`src/rtl/dest_router_if.sv`:
```
// dest_router bus bundle: VC FIFO read side, D0/D1 write side,
// counters and status.
interface dest_router_if #(
  parameter int BW   = 6,
  parameter int CNTW = 8
);
  logic            enable;
  logic            vc_empty;
  logic [BW-1:0]   vc_data_in;
  logic            vc_rd;
  logic            D0_full;
  logic            D1_full;
  logic            D0_wr;
  logic [BW-1:0]   D0_data_out;
  logic            D1_wr;
  logic [BW-1:0]   D1_data_out;
  logic [CNTW-1:0] D0_count;
  logic [CNTW-1:0] D1_count;
  logic            idle;

  modport master (
    output enable, vc_empty, vc_data_in,
    output D0_full, D1_full,
    input  vc_rd, D0_wr, D0_data_out,
    input  D1_wr, D1_data_out,
    input  D0_count, D1_count, idle
  );

  modport slave (
    input  enable, vc_empty, vc_data_in,
    input  D0_full, D1_full,
    output vc_rd, D0_wr, D0_data_out,
    output D1_wr, D1_data_out,
    output D0_count, D1_count, idle
  );
endinterface

```
`src/rtl/dest_router.sv`:
```
// dest_router: pops a VC FIFO through a 2-entry skid buffer and
// steers each word to D0 or D1 by a destination bit.
module dest_router #(
  parameter int BW       = 6,
  parameter int DEST_BIT = 4,
  parameter int CNTW     = 8
) (
  input logic      clk,
  input logic      reset,
  dest_router_if.slave bus
);

  logic [BW-1:0]   slot0;
  logic [BW-1:0]   slot1;
  logic            hd;
  logic [1:0]      occ;
  logic            rd_pending;
  logic [CNTW-1:0] cnt0;
  logic [CNTW-1:0] cnt1;

  logic [BW-1:0]   head;
  logic            dest;
  logic            drain;
  logic            wp;
  logic            rd;
  logic [1:0]      lvl;

  // Head routing, read issue and next occupancy.
  // lvl never exceeds 2: reads are only issued when a slot is free.
  always_comb begin
    head  = hd ? slot1 : slot0;
    dest  = head[DEST_BIT];
    drain = (occ != 2'd0) &&
            !(dest ? bus.D1_full : bus.D0_full);
    lvl   = occ + {1'b0, rd_pending} - {1'b0, drain};
    wp    = hd ^ occ[0];
    rd    = bus.enable && !bus.vc_empty && (lvl < 2'd2);
  end

  assign bus.vc_rd       = rd;
  assign bus.D0_wr       = drain && !dest;
  assign bus.D1_wr       = drain && dest;
  assign bus.D0_data_out = (occ != 2'd0) ? head : '0;
  assign bus.D1_data_out = (occ != 2'd0) ? head : '0;
  assign bus.D0_count    = cnt0;
  assign bus.D1_count    = cnt1;
  assign bus.idle        = (occ == 2'd0) && !rd_pending;

  // Skid buffer, pending-read flag and per-destination counters.
  // A capture during a drain at occ=2 reuses the freed head slot.
  always_ff @(posedge clk or posedge reset) begin
    if (reset) begin
      slot0      <= '0;
      slot1      <= '0;
      hd         <= 1'b0;
      occ        <= 2'd0;
      rd_pending <= 1'b0;
      cnt0       <= '0;
      cnt1       <= '0;
    end else begin
      rd_pending <= rd;
      occ        <= lvl;
      if (drain)
        hd <= ~hd;
      if (rd_pending) begin
        if (wp)
          slot1 <= bus.vc_data_in;
        else
          slot0 <= bus.vc_data_in;
      end
      if (drain && !dest)
        cnt0 <= cnt0 + 1'b1;
      if (drain && dest)
        cnt1 <= cnt1 + 1'b1;
    end
  end

endmodule

```
`src/flat_wrapper.sv`:
```
// flat-port wrapper written by rule: the top's interface ports become plain ports
module dest_router_flat 
#(
  parameter int BW       = 6,
  parameter int DEST_BIT = 4,
  parameter int CNTW     = 8
)
  (clk, reset, bus_enable, bus_vc_empty, bus_vc_data_in, bus_D0_full, bus_D1_full, bus_vc_rd, bus_D0_wr, bus_D0_data_out, bus_D1_wr, bus_D1_data_out, bus_D0_count, bus_D1_count, bus_idle);
  dest_router_if #(.BW(BW), .CNTW(CNTW)) bus_i ();
  input logic clk;
  input logic reset;
  input wire logic [$bits(bus_i.enable)-1:0] bus_enable;
  input wire logic [$bits(bus_i.vc_empty)-1:0] bus_vc_empty;
  input wire logic [$bits(bus_i.vc_data_in)-1:0] bus_vc_data_in;
  input wire logic [$bits(bus_i.D0_full)-1:0] bus_D0_full;
  input wire logic [$bits(bus_i.D1_full)-1:0] bus_D1_full;
  output wire logic [$bits(bus_i.vc_rd)-1:0] bus_vc_rd;
  output wire logic [$bits(bus_i.D0_wr)-1:0] bus_D0_wr;
  output wire logic [$bits(bus_i.D0_data_out)-1:0] bus_D0_data_out;
  output wire logic [$bits(bus_i.D1_wr)-1:0] bus_D1_wr;
  output wire logic [$bits(bus_i.D1_data_out)-1:0] bus_D1_data_out;
  output wire logic [$bits(bus_i.D0_count)-1:0] bus_D0_count;
  output wire logic [$bits(bus_i.D1_count)-1:0] bus_D1_count;
  output wire logic [$bits(bus_i.idle)-1:0] bus_idle;
  assign bus_i.enable = bus_enable;
  assign bus_i.vc_empty = bus_vc_empty;
  assign bus_i.vc_data_in = bus_vc_data_in;
  assign bus_i.D0_full = bus_D0_full;
  assign bus_i.D1_full = bus_D1_full;
  assign bus_vc_rd = bus_i.vc_rd;
  assign bus_D0_wr = bus_i.D0_wr;
  assign bus_D0_data_out = bus_i.D0_data_out;
  assign bus_D1_wr = bus_i.D1_wr;
  assign bus_D1_data_out = bus_i.D1_data_out;
  assign bus_D0_count = bus_i.D0_count;
  assign bus_D1_count = bus_i.D1_count;
  assign bus_idle = bus_i.idle;
  dest_router #(.BW(BW), .DEST_BIT(DEST_BIT), .CNTW(CNTW)) u_core (.clk(clk), .reset(reset), .bus(bus_i));
endmodule
```
`config.mk`:
```
export PLATFORM = sky130hd
export DESIGN_NAME = dest_router_flat
export DESIGN_NICKNAME = d
export VERILOG_FILES = /design/src/rtl/dest_router_if.sv /design/src/rtl/dest_router.sv /design/src/flat_wrapper.sv
export SDC_FILE = /design/constraint.sdc
export NUM_CORES = 1
export LEC_CHECK = 0
export BUFFER_PORTS_ARGS = -buffer_cell sky130_fd_sc_hd__buf_2
export CAP_MARGIN = 5
export CORE_ASPECT_RATIO = 1.25
export CORE_MARGIN = 3
export CORE_UTILIZATION = 29
export CTS_CLUSTER_SIZE = 10
export DETAILED_ROUTE_END_ITERATION = 7
export SYNTH_ARGS = -nofsm -noshare
export SYNTH_HDL_FRONTEND = slang
export SYNTH_SLANG_ARGS = --single-unit
```
`constraint.sdc`:
```
create_clock -name clk -period 6.6 [get_ports clk]
set_input_delay 0.99 -clock clk [delete_from_list [all_inputs] [get_ports clk]]
set_output_delay 0.99 -clock clk [all_outputs]
set_load 0.01 [all_outputs]
```
==> Flow_metrics.wiki <==
{| class="wikitable"
! Metric !! Value
|-
| Share of final-layout standard cells stronger than drive strength 1 || 43.8%
|-
| PwrDens || 449 nW/um^2
|-
| Worst-Margin Slew || 0.552 ns
|-
| Clock network fraction of design power || 16.7%
|-
| Fin nets || 177
|-
| Max VDD drop || 157 uV
|-
| Top-area cell type share of the netlist area || 52.5%
|-
| Area taken by multi-input logic gates || 661 sq um
|-
| Combinational cell fraction of total power || 41.2%
|-
| Part of the Yosys area used for sequential elements || 52.5%
|-
| Count of inserted antenna diode cells || 0
|-
| Critical path launch point type || flop
|-
| Number of buffers added by the clock tree synthesis step || 5
|-
| Number of endpoints failing setup at the final stage || 0
|-
| Area contributors post-synth || dfrtp_1, mux2_2, xnor2_1, mux2i_1, nand4_1
|-
| CP Data Required Time || 5.61 ns
|-
| Number of instances in the synthesized netlist || 119
|-
| Simple-gate share of the synthesized area || 13.7%
|-
| Power Total || 0.827 mW
|-
| Initial detailed-routing violation count || 40
|-
| Core box area || 4900 sq um
|-
| CP arrival || 2.89 ns
|-
| Outcome || finished clean
|-
| Ys Warns || 0
|-
| Min-Delay Path Class || reg -> reg
|-
| Delay of the slowest cell on the worst path || 0.65 ns
|-
| Total negative setup slack || 0 ns
|-
| Latest clock arrival within the worst-skew pair || 0.28 ns
|-
| Unrepaired setup endpoints after global routing || no
|-
| Die area || 6170 sq um
|-
| Leading cell type in the layout, fill and taps excluded || buf_2
|-
| Sequential cell fraction of total power || 42.0%
|-
| Combined flip-flop and latch cell area || 801 sq um
|-
| Post-synth net total || 134
|-
| Number of rows in the core area || 28
|-
| Final worst-path setup slack || 2.72 ns
|-
| Critical-path top delay cell || dfrtp_1
|-
| Maximum clock insertion buffer count || 2
|-
| Normalized max-slew margin || 63.2%
|-
| Number of sinks handled by clock tree synthesis || 32
|-
| Mux share of post-synthesis cell area || 16.5%
|-
| Parity-gate share of the synthesized area counting xor and xnor cells || 9.76%
|-
| Endpoint type of the worst setup path || output port
|-
| Number of buffer and inverter instances along the worst setup path || 1
|-
| Count of boundary I/O pins || 44
|-
| Number of port buffers || 43
|-
| Combined global-route utilization of all metal layers || 9.89%
|-
| Die Width || 70.9 um
|-
| Post-route DRC violation count || 0
|-
| Final worst path period share || 58.8%
|-
| Area growth syn-to-layout || 20.7%
|-
| Fillers || 507
|-
| Hpwl dp || 2.18 mm
|-
| Post-CTS Hold Fix Bufs || 0
|-
| Overall die height || 87.1 um
|-
| Type of the worst setup path || reg -> out
|-
| Skew final || 0.00886 ns
|-
| Detail-routed via count per cell || 4.58
|-
| Antenna violations before repair || 0
|-
| Grt total ovfl || 0
|-
| Initial Util || 31.1%
|-
| Average wire length per cell after detail routing || 13.2 um
|-
| Cell Int Power || 0.517 mW
|-
| Dominant cell type by area after synthesis || dfrtp_1
|-
| Dominant combinational cell family by area after synthesis || multiplexers
|-
| Post-placement setup slack || 2.99 ns
|-
| Minimum clock period after layout || 3.88 ns
|-
| TritonCTS clock tree || yes
|-
| Total net switching power || 0.310 mW
|-
| First element of the critical path || u_core.hd
|-
| CP top delay family || multiplexers
|-
| Pin count of the biggest net entering global routing || 33
|-
| Number of search-and-repair iterations in the first detailed-routing pass || 4
|-
| Depth of the CTS H-tree || 2
|-
| Antenna Nets Post-Route || 0
|-
| Clock transition at the registers of the reported paths || 0.07 ns
|-
| Max Transition Viols Final || 0
|-
| Most used cells in the layout excluding fill and tap cells || buf_2, dfrtp_1, mux2_2, xnor2_1, nand4_1
|-
| Synthesized area || 1530 sq um
|-
| Buffer count from post-CTS setup fixing || 0
|-
| Hold Startpoint || u_core.bus.D0_count[7]
|-
| Adder-cell area share of the yosys netlist || 2.46%
|-
| Switching fraction of total power || 37.4%
|-
| Global-route wire length before repair || 4.75 mm
|-
| Leak Pwr || 0.902 nW
|-
| Weighted congestion at the end of routability-driven global placement || 0.683
|-
| Synthesized-area fraction occupied by ao, oa, aoi and oai cells || 0.902%
|-
| Cell Chain, Critical Path || mux2i_4, mux2_2, nand2_1, o21ai_0, ha_1, or3b_2, mux2i_1, buf_2
|-
| Largest fanout on the critical path || 8
|-
| #FFs+latches synth || 32
|-
| Number of global-route vias before repair || 1026
|-
| Post-CTS sizing || 0
|-
| Startpoint of the worst-slack reg-to-reg timing path || u_core.hd
|-
| Post-synthesis average cell area || 12.8 sq um
|-
| Max_cap viols || 0
|-
| Final wirelength || 2.94 mm
|-
| Via total after detailed routing || 1016
|-
| Maximum clock frequency || 0.257 GHz
|-
| Final Hold Vio Count || 0
|-
| Number of unique standard cell types used by synthesis || 26
|-
| CTS Root Buffer Type || clkbuf_8
|}
[layer usage]
metal | vias up | track usage, % | routed length, um | share of wire (%)
met5 | - | 0 | 0 | 0
met1 | 494 | 11.1 | 1220 | 42
met3 | 4 | 3.93 | 175 | 6.0
met4 | 0 | 3.08 | 34 | 1.2
li1 | 493 | - | - | -
met2 | 25 | 17.2 | 1510 | 51
[area by class of cell]
type,instances,area share (%)
timing repair buffer,44,12.1
clock buffer,6,3.94
tap,60,4.08
multi-input combinational,78,35.9
inverter,1,0.204
sequential,32,43.5
clock inverter,1,0.272
[power by group through the flow]
stage | registers [mW] | clock network, mW | logic, mW
floorplan | 0.339 | 0 | 0.273
global placement | 0.349 | 0 | 0.344
detailed placement | 0.353 | 0 | 0.349
CTS | 0.349 | 0.144 | 0.349
global route | 0.362 | 0.155 | 0.375
finish | 0.348 | 0.138 | 0.341
[worst register-to-register path, delay by kind of cell, from the launching register on]
| kind | cells | cell delay, ns |
|---|---|---|
| mux | 3 | 0.97 |
| simple gates | 2 | 0.53 |
| fa+ha+maj | 1 | 0.22 |
| compound gates | 1 | 0.08 |
| flops | 1 | 0.65 |
[path summary, 6_finish.rpt]
kind                       slack (ns)  depth (start not counted)                      to
min in group asynchronous        0.78                          3       u_core.rd_pending
max in group asynchronous        5.52                          3  u_core.bus.D0_count[4]
max                              2.72                          8               bus_vc_rd
max reg2reg                      4.06                          7       u_core.rd_pending
min                              0.47                          1  u_core.bus.D0_count[7]
min reg2reg                      0.47                          1  u_core.bus.D0_count[7]
[registers in the layout, summed over array words and instances, names as in the netlist]
signal               flops
u_core.occ               2
u_core.hd                1
u_core.slot0             6
u_core.slot1             6
u_core.rd_pending        1
u_core.bus.D1_count      8
u_core.bus.D0_count      8
[cells in the mapped netlist]
cell and count:
xnor2_1 14, nor3b_4 1, nor3_4 1, and3_1 4, buf_4 6, mux2i_4 1
clkbuf_1 1, or3b_2 1, o21ai_0 1, nor3_1 1, nand3b_1 1, nand2_1 5
dfrtp_1 32, inv_1 1, nand4_1 8, nor2_1 7, o21ai_2 1, and4_1 1
xor2_1 3, nand3_1 1, mux2_2 15, nand2b_1 2, nor2_2 1, mux2i_1 6
buf_6 1, ha_1 3
[per-stage QoR]
step                util [%]  hold slack, ns  cell area (sq um)  cells
floorplan                  -           0.479               1530    119
global placement        35.9           0.459               1760    215
detailed placement      35.9           0.465               1760    215
CTS                     37.5           0.474               1840    222
global route            37.5           0.500               1840    222
finish                  37.5           0.470               1840    222
[cell families (layout without fill, tap and decap cells)]
kind of cell,Yosys count,in the layout
AOI/OAI and AO/OA,2,2
xor gates and xnor gates,17,17
adders and majority gates,3,3
buffers and inverters,9,52
DFF,32,32
muxes,22,22
and+or+nand+nor,34,34
Note: power is estimated with default switching activity, not from simulation.
